--- src/rtl/reg_bank_pkg.sv ---
// Shared types and helpers for the latch-bank serial reader.
// Parity bits are added by defining REG_BANK_READER_PARITY_EN.
package reg_bank_pkg;

    typedef enum logic [1:0] {
        ST_IDLE  = 2'd0,
        ST_SHIFT = 2'd1,
        ST_DONE  = 2'd2
    } state_t;

    localparam int DEF_WIDTH = 8;
    localparam int DEF_DEPTH = 4;

    // Even parity of a word; callers zero-extend, so words up to 64 bits are supported.
    function automatic logic word_parity(input logic [63:0] w);
        return ^w;
    endfunction

endpackage

--- src/rtl/reg_bank_bitsel.sv ---
// Combinational selector for the current serial bit of the shadow snapshot.
// With REG_BANK_READER_PARITY_EN defined, bit index WIDTH returns the word parity.
module reg_bank_bitsel
    import reg_bank_pkg::*;
#(
    parameter int WIDTH = DEF_WIDTH,
    parameter int DEPTH = DEF_DEPTH,
    parameter int WCW   = 1,
    parameter int BCW   = 1
) (
    input  logic [WIDTH*DEPTH-1:0] shadow_i,
    input  logic [WCW-1:0]         word_cnt_i,
    input  logic [BCW-1:0]         bit_cnt_i,
    output logic                   bit_o
);

    logic [WIDTH-1:0] word;

    always_comb begin
        word = '0;
        for (int k = 0; k < DEPTH; k++) begin
            if (word_cnt_i == WCW'(k)) word = shadow_i[k*WIDTH +: WIDTH];
        end
    end

    always_comb begin
        bit_o = 1'b0;
        for (int b = 0; b < WIDTH; b++) begin
            if (bit_cnt_i == BCW'(b)) bit_o = word[b];
        end
`ifdef REG_BANK_READER_PARITY_EN
        if (bit_cnt_i == BCW'(WIDTH)) bit_o = word_parity(64'(word));
`endif
    end

endmodule

--- src/rtl/reg_bank_reader.sv ---
// Snapshots DEPTH words of the latch bank and streams them LSB-first over valid/ready.
// Optional per-word parity bit: define REG_BANK_READER_PARITY_EN.
module reg_bank_reader
    import reg_bank_pkg::*;
#(
    parameter int WIDTH = DEF_WIDTH,
    parameter int DEPTH = DEF_DEPTH
) (
    input  logic                   clk,
    input  logic                   rst,
    input  logic                   start,
    input  logic [WIDTH*DEPTH-1:0] reg_data,
    output logic                   busy,
    output logic                   sout,
    output logic                   sout_valid,
    input  logic                   sout_ready,
    output logic                   done
);

`ifdef REG_BANK_READER_PARITY_EN
    localparam int BITS_PER_WORD = WIDTH + 1;
`else
    localparam int BITS_PER_WORD = WIDTH;
`endif
    localparam int BCW = (BITS_PER_WORD > 1) ? $clog2(BITS_PER_WORD) : 1;
    localparam int WCW = (DEPTH > 1) ? $clog2(DEPTH) : 1;
    localparam logic [BCW-1:0] BIT_LAST  = BCW'(BITS_PER_WORD - 1);
    localparam logic [WCW-1:0] WORD_LAST = WCW'(DEPTH - 1);

    state_t                 state_q, state_d;
    logic [WIDTH*DEPTH-1:0] shadow_q, shadow_d;
    logic [WCW-1:0]         word_cnt_q, word_cnt_d;
    logic [BCW-1:0]         bit_cnt_q, bit_cnt_d;
    logic                   sel_bit;

    always_ff @(posedge clk) begin
        if (rst) begin
            state_q    <= ST_IDLE;
            shadow_q   <= '0;
            word_cnt_q <= '0;
            bit_cnt_q  <= '0;
        end else begin
            state_q    <= state_d;
            shadow_q   <= shadow_d;
            word_cnt_q <= word_cnt_d;
            bit_cnt_q  <= bit_cnt_d;
        end
    end

    always_comb begin
        state_d    = state_q;
        shadow_d   = shadow_q;
        word_cnt_d = word_cnt_q;
        bit_cnt_d  = bit_cnt_q;
        case (state_q)
            ST_IDLE: begin
                if (start) begin
                    shadow_d   = reg_data;
                    word_cnt_d = '0;
                    bit_cnt_d  = '0;
                    state_d    = ST_SHIFT;
                end
            end
            ST_SHIFT: begin
                if (sout_ready) begin
                    if (bit_cnt_q == BIT_LAST) begin
                        bit_cnt_d = '0;
                        if (word_cnt_q == WORD_LAST) begin
                            word_cnt_d = '0;
                            state_d    = ST_DONE;
                        end else begin
                            word_cnt_d = word_cnt_q + WCW'(1);
                        end
                    end else begin
                        bit_cnt_d = bit_cnt_q + BCW'(1);
                    end
                end
            end
            ST_DONE: state_d = ST_IDLE;
            default: state_d = ST_IDLE;
        endcase
    end

    reg_bank_bitsel #(
        .WIDTH (WIDTH),
        .DEPTH (DEPTH),
        .WCW   (WCW),
        .BCW   (BCW)
    ) u_bitsel (
        .shadow_i   (shadow_q),
        .word_cnt_i (word_cnt_q),
        .bit_cnt_i  (bit_cnt_q),
        .bit_o      (sel_bit)
    );

    assign busy       = (state_q != ST_IDLE);
    assign sout_valid = (state_q == ST_SHIFT);
    assign sout       = sout_valid & sel_bit;
    assign done       = (state_q == ST_DONE);

endmodule

--- config.mk ---
export PLATFORM = sky130hd
export DESIGN_NAME = reg_bank_reader
export DESIGN_NICKNAME = d
export VERILOG_FILES = /design/src/rtl/reg_bank_pkg.sv /design/src/rtl/reg_bank_bitsel.sv /design/src/rtl/reg_bank_reader.sv
export SDC_FILE = /design/constraint.sdc
export NUM_CORES = 1
export LEC_CHECK = 0
export CORE_MARGIN = 2
export CORE_UTILIZATION = 34
export CTS_BUF_LIST = sky130_fd_sc_hd__clkbuf_2 sky130_fd_sc_hd__clkbuf_4 sky130_fd_sc_hd__clkbuf_8
export CTS_CLUSTER_SIZE = 30
export DETAILED_ROUTE_END_ITERATION = 8
export PLACE_DENSITY = 0.58
export SLEW_MARGIN = 10
export SYNTH_ARGS = -nofsm -noshare
export SYNTH_HDL_FRONTEND = slang
export SYNTH_SLANG_ARGS = --single-unit
--- constraint.sdc ---
create_clock -name clk -period 1.9 [get_ports clk]
set_input_delay 0.38 -clock clk [delete_from_list [all_inputs] [get_ports clk]]
set_output_delay 0.38 -clock clk [all_outputs]
set_load 0.01 [all_outputs]
==> results of run 1 <==
registers in the layout (all words and copies together) (netlist names):
name	cells
bit_cnt_q	3
state_q	2
word_cnt_q	2
shadow_q	32
worst min-delay path by stage:
stage,slack [ns],cells after the start,from,to
after global routing,0.48,2,shadow_q[4]$_SDFFE_PP0P_,shadow_q[4]$_SDFFE_PP0P_
after floorplan,0.43,2,shadow_q[22]$_SDFFE_PP0P_,shadow_q[22]$_SDFFE_PP0P_
after CTS,0.46,2,shadow_q[21]$_SDFFE_PP0P_,shadow_q[21]$_SDFFE_PP0P_
final,0.46,2,shadow_q[26]$_SDFFE_PP0P_,shadow_q[26]$_SDFFE_PP0P_
after global placement,0.44,2,shadow_q[23]$_SDFFE_PP0P_,shadow_q[23]$_SDFFE_PP0P_
after detailed placement,0.45,2,shadow_q[2]$_SDFFE_PP0P_,shadow_q[2]$_SDFFE_PP0P_
synth_stat cells (all sizes together):
master / number
nand2: 80
a21oi: 55
dfxtp: 39
buf: 12
inv: 11
nor2: 11
ha: 10
o21ai: 10
clkbuf: 4
a211oi: 3
a22oi: 3
nand2b: 3
nand3: 3
a31oi: 2
nand4b: 2
nor2b: 2
nor4: 2
a211o: 1
a32oi: 1
and2: 1
and2b: 1
nand3b: 1
nand4: 1
nor3: 1
nor3b: 1
nor4b: 1
o211a: 1
o211ai: 1
worst min-delay path, delay by kind of cell (launching register included):
kind / cells / cell delay, ns
AOI/OAI and AO/OA: 1 / 0.05
DFF: 1 / 0.31
and+or+nand+nor: 1 / 0.05
per-layer routing:
metal  wire, um  up-vias  GRT usage
li1           -      995          -
met2       2420       35      0.285
met4         66        0     0.0508
met1       2310      875      0.205
met5          0        -          0
met3        233        7     0.0407
layout make-up:
type | instances | area [sq um] | area share
Multi-Input combinational cell | 197 | 1160 | 0.410
Sequential cell | 39 | 790 | 0.280
Timing Repair Buffer | 66 | 652 | 0.231
Tap cell | 72 | 90.1 | 0.0319
Clock buffer | 5 | 68.8 | 0.0244
Inverter | 11 | 43.8 | 0.0155
Clock inverter | 3 | 20.0 | 0.00710
repair_timing:
action | 4_1_cts | 5_1_grt
endpoints found under the setup margin | 2 | 2
resized for setup | 28 | 13
pin swaps | 7 | 6
buffers inserted | 6 | 1
power groups by stage:
stage	logic, mW	clock network [mW]	registers [mW]
final	0.331	0.561	0.893
after detailed placement	0.311	0	0.911
after CTS	0.320	0.572	0.892
after global routing	0.369	0.608	0.898
after global placement	0.307	0	0.910
after floorplan	0.163	0	0.902
logic make-up (layout without fill, tap and decap cells):
kind of cell    count (synthesis)  count (layout)  synth area share
buf+inv                        27              85            0.0649
flops                          39              39             0.397
compound gates                 77              77             0.222
fa+ha+maj                      10              10            0.0637
simple gates                  110             110             0.252
==> qor.yml, run 1 <==
status:
  status: "complete, but fails checks"
  violations: "setup timing"
grt:
  overflow: 0
  antenna_found_initial: 0
  grt_pass1_wl_um: 8260
  grt_max_degree: 40
  track_usage: 0.166
  grt_pass1_vias: 1876
clocking:
  clk_path_buf_depth: 2
  postCtsHoldBufs: 0
  cts_sinks: 39
  clock_latency_ns: 0.30
  path_clk_slew_ns: 0.08
  root_buffer: "clkbuf_8"
  cts.htree.levels: 2
  cts_buffers: 5
  cts_tree: "yes"
cells_and_area:
  layout.cells.non_filler: 393
  drive_gt1_frac: 0.199
  area_growth_pct: 43.5
  diodes: 0
  postLayoutCoreUtil: 0.509
  n_fill_cell: 550
  layout_common_cells: "79 x nand2_1, 51 x a21oi_1, 36 x dfxtp_1, 36 x clkdlybuf4s50_1, 19 x buf_4"
  layout.nets: 366
  final_area_sq_um: 2820
  final_common_cell: "nand2_1"
synth:
  yosys.area.top_type: "dfxtp_1"
  synthesis.area_sq_um: 1970
  syn_nets: 309
  synth_cell_types: 38
  yosysSeqAreaShare: 0.397
  yosys-top-cells-area: "dfxtp_1 40%, nand2_1 15%, a21oi_1 13%"
  synth-seq-cells: 39
  synth_top_area_frac: 0.397
  syn_inst: 263
  yosysWarnings: 0
  avgSynthCellArea_sq_um: 7.47
hold_path:
  hold_class: "flip-flop to flip-flop"
sta:
  timing.fmax_mhz: 426
  setup_ws_ns: -0.446
  finClkSkew_ns: 0.00553
  post-route-period-util: 1.23
  rsz0062_at_grt: "true"
  setup_viol: 1
  worst_pin_slew_ns: 0.284
  relSlewSlack: 0.810
  slew_viol_final: 0
  holdWs_ns: 0.460
  tns_ns: -0.446
  post-route-min-period_ns: 2.35
  hold_viol: 0
power_and_ir_drop:
  ir_worst_vdd_uv: 458
  switchingPower_mw: 0.494
  fin_total_pwr_mw: 1.78
  p_leak_nw: 1.09
  p_int_mw: 1.29
  pwr-share-comb: 0.185
  power.density_nw_per_um2: 633
  switching_share: 0.277
  clkPwrFrac: 0.314
  power_frac_seq: 0.501
setup_path:
  cp_top_family: "compound AO/OA/AOI/OAI gates"
  cp_common_cell: "buf_6"
  r2r_end: "word_cnt_q[1]$_SDFFE_PP0P_"
  required_ns: 1.52
  cp_num_cells: 9
  crit_type: "flip-flop to primary output"
  reg2reg_depth: 7
  start_kind: "flip-flop"
  crit_arrival_ns: 1.97
  worstSetupStartpoint: "word_cnt_q[1]$_SDFFE_PP0P_"
  endpoint_kind: "primary output"
  worst-path-buf-inv: 3
  crit_slowest_cell: "dfxtp_4"
  critPathMaxFanout: 8
  crit_chain: "buf_6, ha_4, buf_4, a21oi_1, o21ai_1, a21oi_2, nor4_2, a211o_1, buf_6"
  worstReg2RegStart: "bit_cnt_q[0]$_SDFFE_PP0P_"
  reg2reg_setup_slack_ns: 0.35
  crit_path_max_incr_delay_ns: 0.37
  cp-endpoint: "sout"
placed_design:
  port_buffers: 39
  place_inst: 378
  gp_congestion: 0.883
  place_worst_setup_slack_ns: -0.660
  dpl_cell_area_sq_um: 2550
  place_hpwl_um: 3520
floorplanning:
  die-area_sq_um: 6410
  core_area_sq_um: 5540
  io_pins: 40
  rows: 27
  die_h_um: 80.0
  initial_core_util: 0.355
  die_x_um: 80.0
route:
  ant_nets: 0
  viasPerCell: 4.87
  dr.pass1.iters: 4
  drc_errors: 0
  wl_per_cell_um: 12.8
  drtIter0Drc: 108
  num_vias: 1912
  wirelength_um: 5030
job:
  drv_cap: 0
Power figures use the tool's default switching activity.
==> run 2: changes to the inputs <==
PLACE_DENSITY = unset   (was 0.58)
SYNTH_HIERARCHICAL = 1   (was unset)
==> run 2 against run 1 <==
Compared with the run above: the flow still finishes with violations (setup timing); clock-buffer cell count is the same; via count shrank 15%; register-to-register slack lost 0.10 ns; setup slack lost 0.022 ns; sequential power shrank 1%; power grew 1.2%; sequential cell count is the same.
==> qor.yml, run 2 <==
setup_path:
  critPathMaxFanout: 6  # was 8
  crit_chain: "mux4_2, o21ai_2, a21oi_1, a211o_1, and2_4, buf_6"  # was buf_6, ha_4, buf_4, a21oi_1, o21ai_1, a21oi_2, nor4_2, a211o_1, buf_6
  crit_path_max_incr_delay_ns: 0.54  # was 0.37 ns
  required_ns: 1.52  # about the same
  worst-path-buf-inv: 1  # was 3
  endpoint_kind: "primary output"  # unchanged
  crit_type: "flip-flop to primary output"  # unchanged
  cp_top_family: "multiplexers"  # was compound AO/OA/AOI/OAI gates
  start_kind: "flip-flop"  # unchanged
  crit_arrival_ns: 1.99  # was 1.97 ns
  crit_slowest_cell: "mux4_2"  # was dfxtp_4
grt:
  grt_max_degree: 40  # unchanged
  grt.met2_usage: 0.203  # was 0.285
  grt_pass1_vias: 1465  # was 1876
  grt_busiest_layer: "met1"  # was met2
  antenna_found_initial: 0  # unchanged
  track_usage: 0.147  # was 0.166
  use_met1: 0.205  # about the same
  overflow: 0  # unchanged
  grtUsageMet3: 0.0419  # was 0.0407
  grt_pass1_wl_um: 6870  # was 8260 um
clocking:
  cts_tree: "yes"  # unchanged
  cts_sinks: 39  # unchanged
  cts_buffers: 5  # unchanged
  cts.htree.levels: 2  # unchanged
  path_clk_slew_ns: 0.08  # about the same
  cts_setup_buffers: 0  # was 6
  clock_latency_ns: 0.30  # about the same
  clk_path_buf_depth: 2  # unchanged
  root_buffer: "clkbuf_8"  # unchanged
floorplanning:
  die_x_um: 77.5  # was 80.0 um
  die-area_sq_um: 6000  # was 6410 sq um
  rows: 26  # was 27
  die_h_um: 77.5  # was 80.0 um
  initial_core_util: 0.355  # about the same
  io_pins: 40  # unchanged
  core_area_sq_um: 5170  # was 5540 sq um
cells_and_area:
  layout.cells.non_filler: 332  # was 393
  area_growth_pct: 34.8  # was 43.5%
  largest_registers: "shadow_q x32, bit_cnt_q x3"  # unchanged
  final_common_cell: "nand2_1"  # unchanged
  layout_common_cells: "69 x nand2_1, 38 x a21oi_1, 37 x clkdlybuf4s50_1"  # was 79 x nand2_1, 51 x a21oi_1, 36 x dfxtp_1, 36 x clkdlybuf4s50_1, 19 x buf_4
  diodes: 0  # unchanged
  top_register: "shadow_q"  # unchanged
  drive_gt1_frac: 0.134  # was 0.199
  largest_register_ffs: 32  # unchanged
  layout.nets: 301  # was 366
  final_area_sq_um: 2470  # was 2820 sq um
status:
  violations: "setup timing"  # unchanged
  status: "complete, but fails checks"  # unchanged
sta:
  hold_viol: 0  # unchanged
  finClkSkew_ns: 0.00512  # was 0.00553 ns
  rsz0062_at_grt: "true"  # unchanged
  timing.fmax_mhz: 422  # was 426 MHz
  post-route-period-util: 1.25  # was 1.23
  slew_viol_final: 0  # unchanged
  relSlewSlack: 0.809  # was 0.810
  setup_viol: 1  # unchanged
  setup_ws_ns: -0.469  # was -0.446 ns
  post-route-min-period_ns: 2.37  # was 2.35 ns
  worst_pin_slew_ns: 0.286  # was 0.284 ns
route:
  wirelength_um: 4120  # was 5030 um
  drtIter0Drc: 90  # was 108
  viasPerCell: 4.89  # was 4.87
  wl_per_cell_um: 12.4  # was 12.8 um
  num_vias: 1622  # was 1912
  dr.pass1.iters: 4  # unchanged
  drc_errors: 0  # unchanged
  ant_nets: 0  # unchanged
synth:
  synthArstFlopShare: 0  # unchanged
  yosysSeqAreaShare: 0.426  # was 0.397
  synth_top_area_frac: 0.426  # was 0.397
  syn_nets: 258  # was 309
  syn_inst: 218  # was 263
  synth_cell_types: 35  # was 38
  synth.most_common_cell: "nand2_1"  # unchanged
  synth-seq-cells: 39  # unchanged
  synth_flop_cell: "dfxtp_1"  # unchanged
  yosysWarnings: 6  # was 0
  avgSynthCellArea_sq_um: 8.41  # was 7.47 sq um
  yosys-top-cells-count: "69 x nand2_1, 39 x dfxtp_1, 38 x a21oi_1, 7 x nand3_1, 6 x buf_6"  # was 80 x nand2_1, 53 x a21oi_1, 39 x dfxtp_1
  yosys.area.top_type: "dfxtp_1"  # unchanged
  yosys-top-cells-area: "dfxtp_1 43%, nand2_1 14%, a21oi_1 10%"  # was dfxtp_1 40%, nand2_1 15%, a21oi_1 13%
  synthesis.area_sq_um: 1830  # was 1970 sq um
  synth_enable_flop_cells: 0  # unchanged
placed_design:
  place_worst_setup_slack_ns: -0.527  # was -0.660 ns
  place_hpwl_um: 2880  # was 3520 um
  place_inst: 324  # was 378
  gp_congestion: 0.759  # was 0.883
  port_buffers: 39  # unchanged
  dpl_cell_area_sq_um: 2340  # was 2550 sq um
power_and_ir_drop:
  ir_worst_vdd_uv: 260  # was 458 uV
  p_leak_nw: 0.934  # was 1.09 nW
  fin_total_pwr_mw: 1.81  # was 1.78 mW
  power.density_nw_per_um2: 731  # was 633 nW/um^2
job:
  drv_cap: 0  # unchanged
hold_path:
  hold_class: "flip-flop to flip-flop"  # unchanged
## run 2: cell types whose count changed after synthesis, sizes merged, moves of 6 or more
cell,change
a21oi,-17
inv,-11
nand2,-11
nor2,-10
o21ai,-9
ha,-6
## run 2: cell type report
class / instances / area [sq um]
Clock buffer: 5 / 68.8
Clock inverter: 3 / 43.8
Fill cell: 519 / 2700
Multi-Input combinational cell: 163 / 956
Sequential cell: 39 / 787
Tap cell: 70 / 87.6
Timing Repair Buffer: 52 / 529
## run 2: through the flow
stage	setup TNS, ns	util	hold slack (ns)
2_1_floorplan	-0.0541	-	0.431
3_3_place_gp	-0.509	0.453	0.445
3_5_place_dp	-0.527	0.453	0.449
4_1_cts	-0.503	0.474	0.460
5_1_grt	-0.566	0.478	0.479
6_report	-0.469	0.478	0.460
## run 2: path summary, 6_finish.rpt
kind	cells past startpoint	slack (ns)	end	start
setup / recovery	6	-0.47	sout	word_cnt_q[0]$_SDFFE_PP0P_
hold / removal	2	0.46	shadow_q[28]$_SDFFE_PP0P_	shadow_q[28]$_SDFFE_PP0P_
setup reg to reg	6	0.25	word_cnt_q[0]$_SDFFE_PP0P_	bit_cnt_q[0]$_SDFFE_PP0P_
hold reg to reg	2	0.46	shadow_q[28]$_SDFFE_PP0P_	shadow_q[28]$_SDFFE_PP0P_
## run 2: kinds of logic (layout without fill, tap and decap cells)
family          count (synthesis)  in the layout  share of synthesized area
simple gates                  102            102                      0.262
compound gates                 51             51                      0.158
flops                          39             39                      0.426
buf+inv                        16             60                     0.0621
mux                             6              6                     0.0648
fa+ha+maj                       4              4                     0.0273
## run 2: worst reg2reg max path: cells and delay by family (launching register included)
kind            cells  cell delay (ns)
simple gates        2             0.51
flops               1             0.36
compound gates      1             0.14
fa+ha+maj           2             0.39
buf+inv             1             0.18
## run 2: what timing repair did
item                                    in CTS  in global routing
gates resized for setup                      6                  6
endpoints found under the setup margin       2                  3
gates cloned                                 0                  0
pin swaps                                    1                  1
hold buffers                                 0                  0
## run 2: power breakdown
part           switching [mW]  leakage (nW)  internal [mW]  total (mW)
Sequential             0.0241         0.321          0.857       0.881
Clock                   0.299        0.0581          0.391       0.690
Combinational           0.101         0.554          0.135       0.236
Total                   0.424         0.934           1.38        1.81
## run 2: routing by layer
metal  part of all wire  up-vias
li1                   -      838
met1               0.51      731
met2               0.42       47
met3              0.057        6
met4              0.021        0
met5                  0        -
==> run 3: changes to the inputs <==
CORE_MARGIN = unset   (was 2)
==> run 3 against run 2 <==
Compared with the run above: the flow still finishes with violations (setup timing); non-clock buffer count fell by 1; routed wire length fell by 1.0%; register-to-register slack barely moved; clock power rose by 18%; die area fell by 5.1%; setup slack got worse by 0.024 ns; combinational power fell by 2%; largest cell class unchanged.
==> qor.yml, run 3 (synthesized netlist as in run 2, its figures left out) <==
cells_and_area:
  layout_common_cells: "69 x nand2_1, 38 x a21oi_1, 38 x clkdlybuf4s50_1"  # was 69 x nand2_1, 38 x a21oi_1, 37 x clkdlybuf4s50_1
  drive_gt1_frac: 0.123  # was 0.134
  final_common_cell: "nand2_1"  # unchanged
  largest_register_ffs: 32  # unchanged
  area_growth_pct: 34.5  # was 34.8%
  diodes: 0  # unchanged
  top_register: "shadow_q"  # unchanged
  layout.nets: 300  # was 301
  largest_registers: "shadow_q x32, bit_cnt_q x3"  # unchanged
floorplanning:
  die_h_um: 75.5  # was 77.5 um
  die-area_sq_um: 5690  # was 6000 sq um
  initial_core_util: 0.357  # was 0.355
  rows: 26  # unchanged
  io_pins: 40  # unchanged
  die_x_um: 75.5  # was 77.5 um
  core_area_sq_um: 5140  # was 5170 sq um
power_and_ir_drop:
  switchingPower_mw: 0.401  # was 0.424 mW
  p_int_mw: 1.53  # was 1.38 mW
  power_frac_seq: 0.457  # was 0.488
  ir_worst_vdd_uv: 379  # was 260 uV
  power.density_nw_per_um2: 782  # was 731 nW/um^2
  switching_share: 0.208  # was 0.235
  pwr-share-comb: 0.120  # was 0.130
  p_leak_nw: 0.930  # was 0.934 nW
  fin_total_pwr_mw: 1.93  # was 1.81 mW
  clkPwrFrac: 0.423  # was 0.382
status:
  status: "complete, but fails checks"  # unchanged
  violations: "setup timing"  # unchanged
sta:
  tns_ns: -0.492  # was -0.469 ns
  finClkSkew_ns: 0.00950  # was 0.00512 ns
  relSlewSlack: 0.816  # was 0.809
  hold_viol: 0  # unchanged
  setup_ws_ns: -0.492  # was -0.469 ns
  slew_viol_final: 0  # unchanged
  timing.fmax_mhz: 418  # was 422 MHz
  worst_pin_slew_ns: 0.276  # was 0.286 ns
  setup_viol: 1  # unchanged
  post-route-min-period_ns: 2.39  # was 2.37 ns
  post-route-period-util: 1.26  # was 1.25
  rsz0062_at_grt: "true"  # unchanged
placed_design:
  port_buffers: 39  # unchanged
  place_worst_setup_slack_ns: -0.566  # was -0.527 ns
  gp_congestion: 0.823  # was 0.759
  place_hpwl_um: 2920  # was 2880 um
clocking:
  clock_latency_ns: 0.29  # was 0.30 ns
  cts_sinks: 39  # unchanged
  cts_tree: "yes"  # unchanged
  postCtsHoldBufs: 0  # unchanged
  clk_path_buf_depth: 2  # unchanged
  path_clk_slew_ns: 0.08  # about the same
  cts_setup_buffers: 0  # unchanged
  root_buffer: "clkbuf_8"  # unchanged
  cts_buffers: 5  # unchanged
  cts.htree.levels: 2  # unchanged
job:
  drv_cap: 0  # unchanged
grt:
  overflow: 0  # unchanged
  antenna_found_initial: 0  # unchanged
  grt_pass1_vias: 1346  # was 1465
  grt_pass1_wl_um: 6600  # was 6870 um
  track_usage: 0.155  # was 0.147
  grt_max_degree: 40  # unchanged
setup_path:
  critPathMaxFanout: 8  # was 6
  crit_arrival_ns: 2.01  # was 1.99 ns
  required_ns: 1.52  # about the same
  crit_type: "flip-flop to primary output"  # unchanged
  reg2reg_setup_slack_ns: 0.26  # was 0.25 ns
  start_kind: "flip-flop"  # unchanged
  endpoint_kind: "primary output"  # unchanged
route:
  dr.pass1.iters: 4  # unchanged
  wl_per_cell_um: 12.3  # was 12.4 um
  drtIter0Drc: 63  # was 90
  wirelength_um: 4080  # was 4120 um
  drc_errors: 0  # unchanged
  num_vias: 1598  # was 1622
  viasPerCell: 4.83  # was 4.89
  ant_nets: 0  # unchanged
hold_path:
  hold_class: "flip-flop to flip-flop"  # unchanged
run 3: power by group through the flow:
stage                     Clock (mW)  Sequential [mW]  Combinational (mW)
final                          0.816            0.883               0.231
after global routing           0.878            0.887               0.257
after CTS                      0.836            0.883               0.234
after detailed placement           0            0.903               0.233
after global placement             0            0.903               0.231
after floorplan                    0            0.891               0.129
run 3: timing repair:
action	CTS	global route
endpoints found under the setup margin	1	4
resized for setup	6	2
pin swaps	3	1
run 3: layout make-up:
| class | count | area [sq um] |
|---|---|---|
| Sequential cell | 39 | 787 |
| Timing Repair Buffer | 51 | 507 |
| Clock buffer | 6 | 76.3 |
| Clock inverter | 2 | 60.1 |
| Fill cell | 536 | 2670 |
| Multi-Input combinational cell | 163 | 950 |
| Tap cell | 70 | 87.6 |
run 3: routing by layer:
layer | GRT usage | routed length [um]
met1 | 0.231 | 2060
met5 | 0 | 0
met4 | 0.0432 | 37
met3 | 0.0331 | 157
met2 | 0.226 | 1820
run 3: final timing paths:
path / depth (start not counted) / end / from
min: 2 / shadow_q[3]$_SDFFE_PP0P_ / shadow_q[3]$_SDFFE_PP0P_
max: 6 / sout / word_cnt_q[0]$_SDFFE_PP0P_
max reg2reg: 5 / word_cnt_q[0]$_SDFFE_PP0P_ / bit_cnt_q[1]$_SDFFE_PP0P_
min reg2reg: 2 / shadow_q[3]$_SDFFE_PP0P_ / shadow_q[3]$_SDFFE_PP0P_
run 3: metrics by stage:
stage	std cells	instance area (sq um)	utilization	hold slack, ns
2_1_floorplan	218	1840	-	0.431
3_3_place_gp	323	2320	0.452	0.446
3_5_place_dp	323	2320	0.452	0.451
4_1_cts	331	2460	0.480	0.464
5_1_grt	331	2470	0.480	0.481
6_report	331	2470	0.480	0.459
run 3: critical path: stages, from the launching register on:
cell     delay [ns]
dfxtp_4        0.40
mux4_2         0.52
nor3_2         0.17
a21oi_1        0.07
a211o_1        0.31
and2_4         0.15
buf_6          0.11
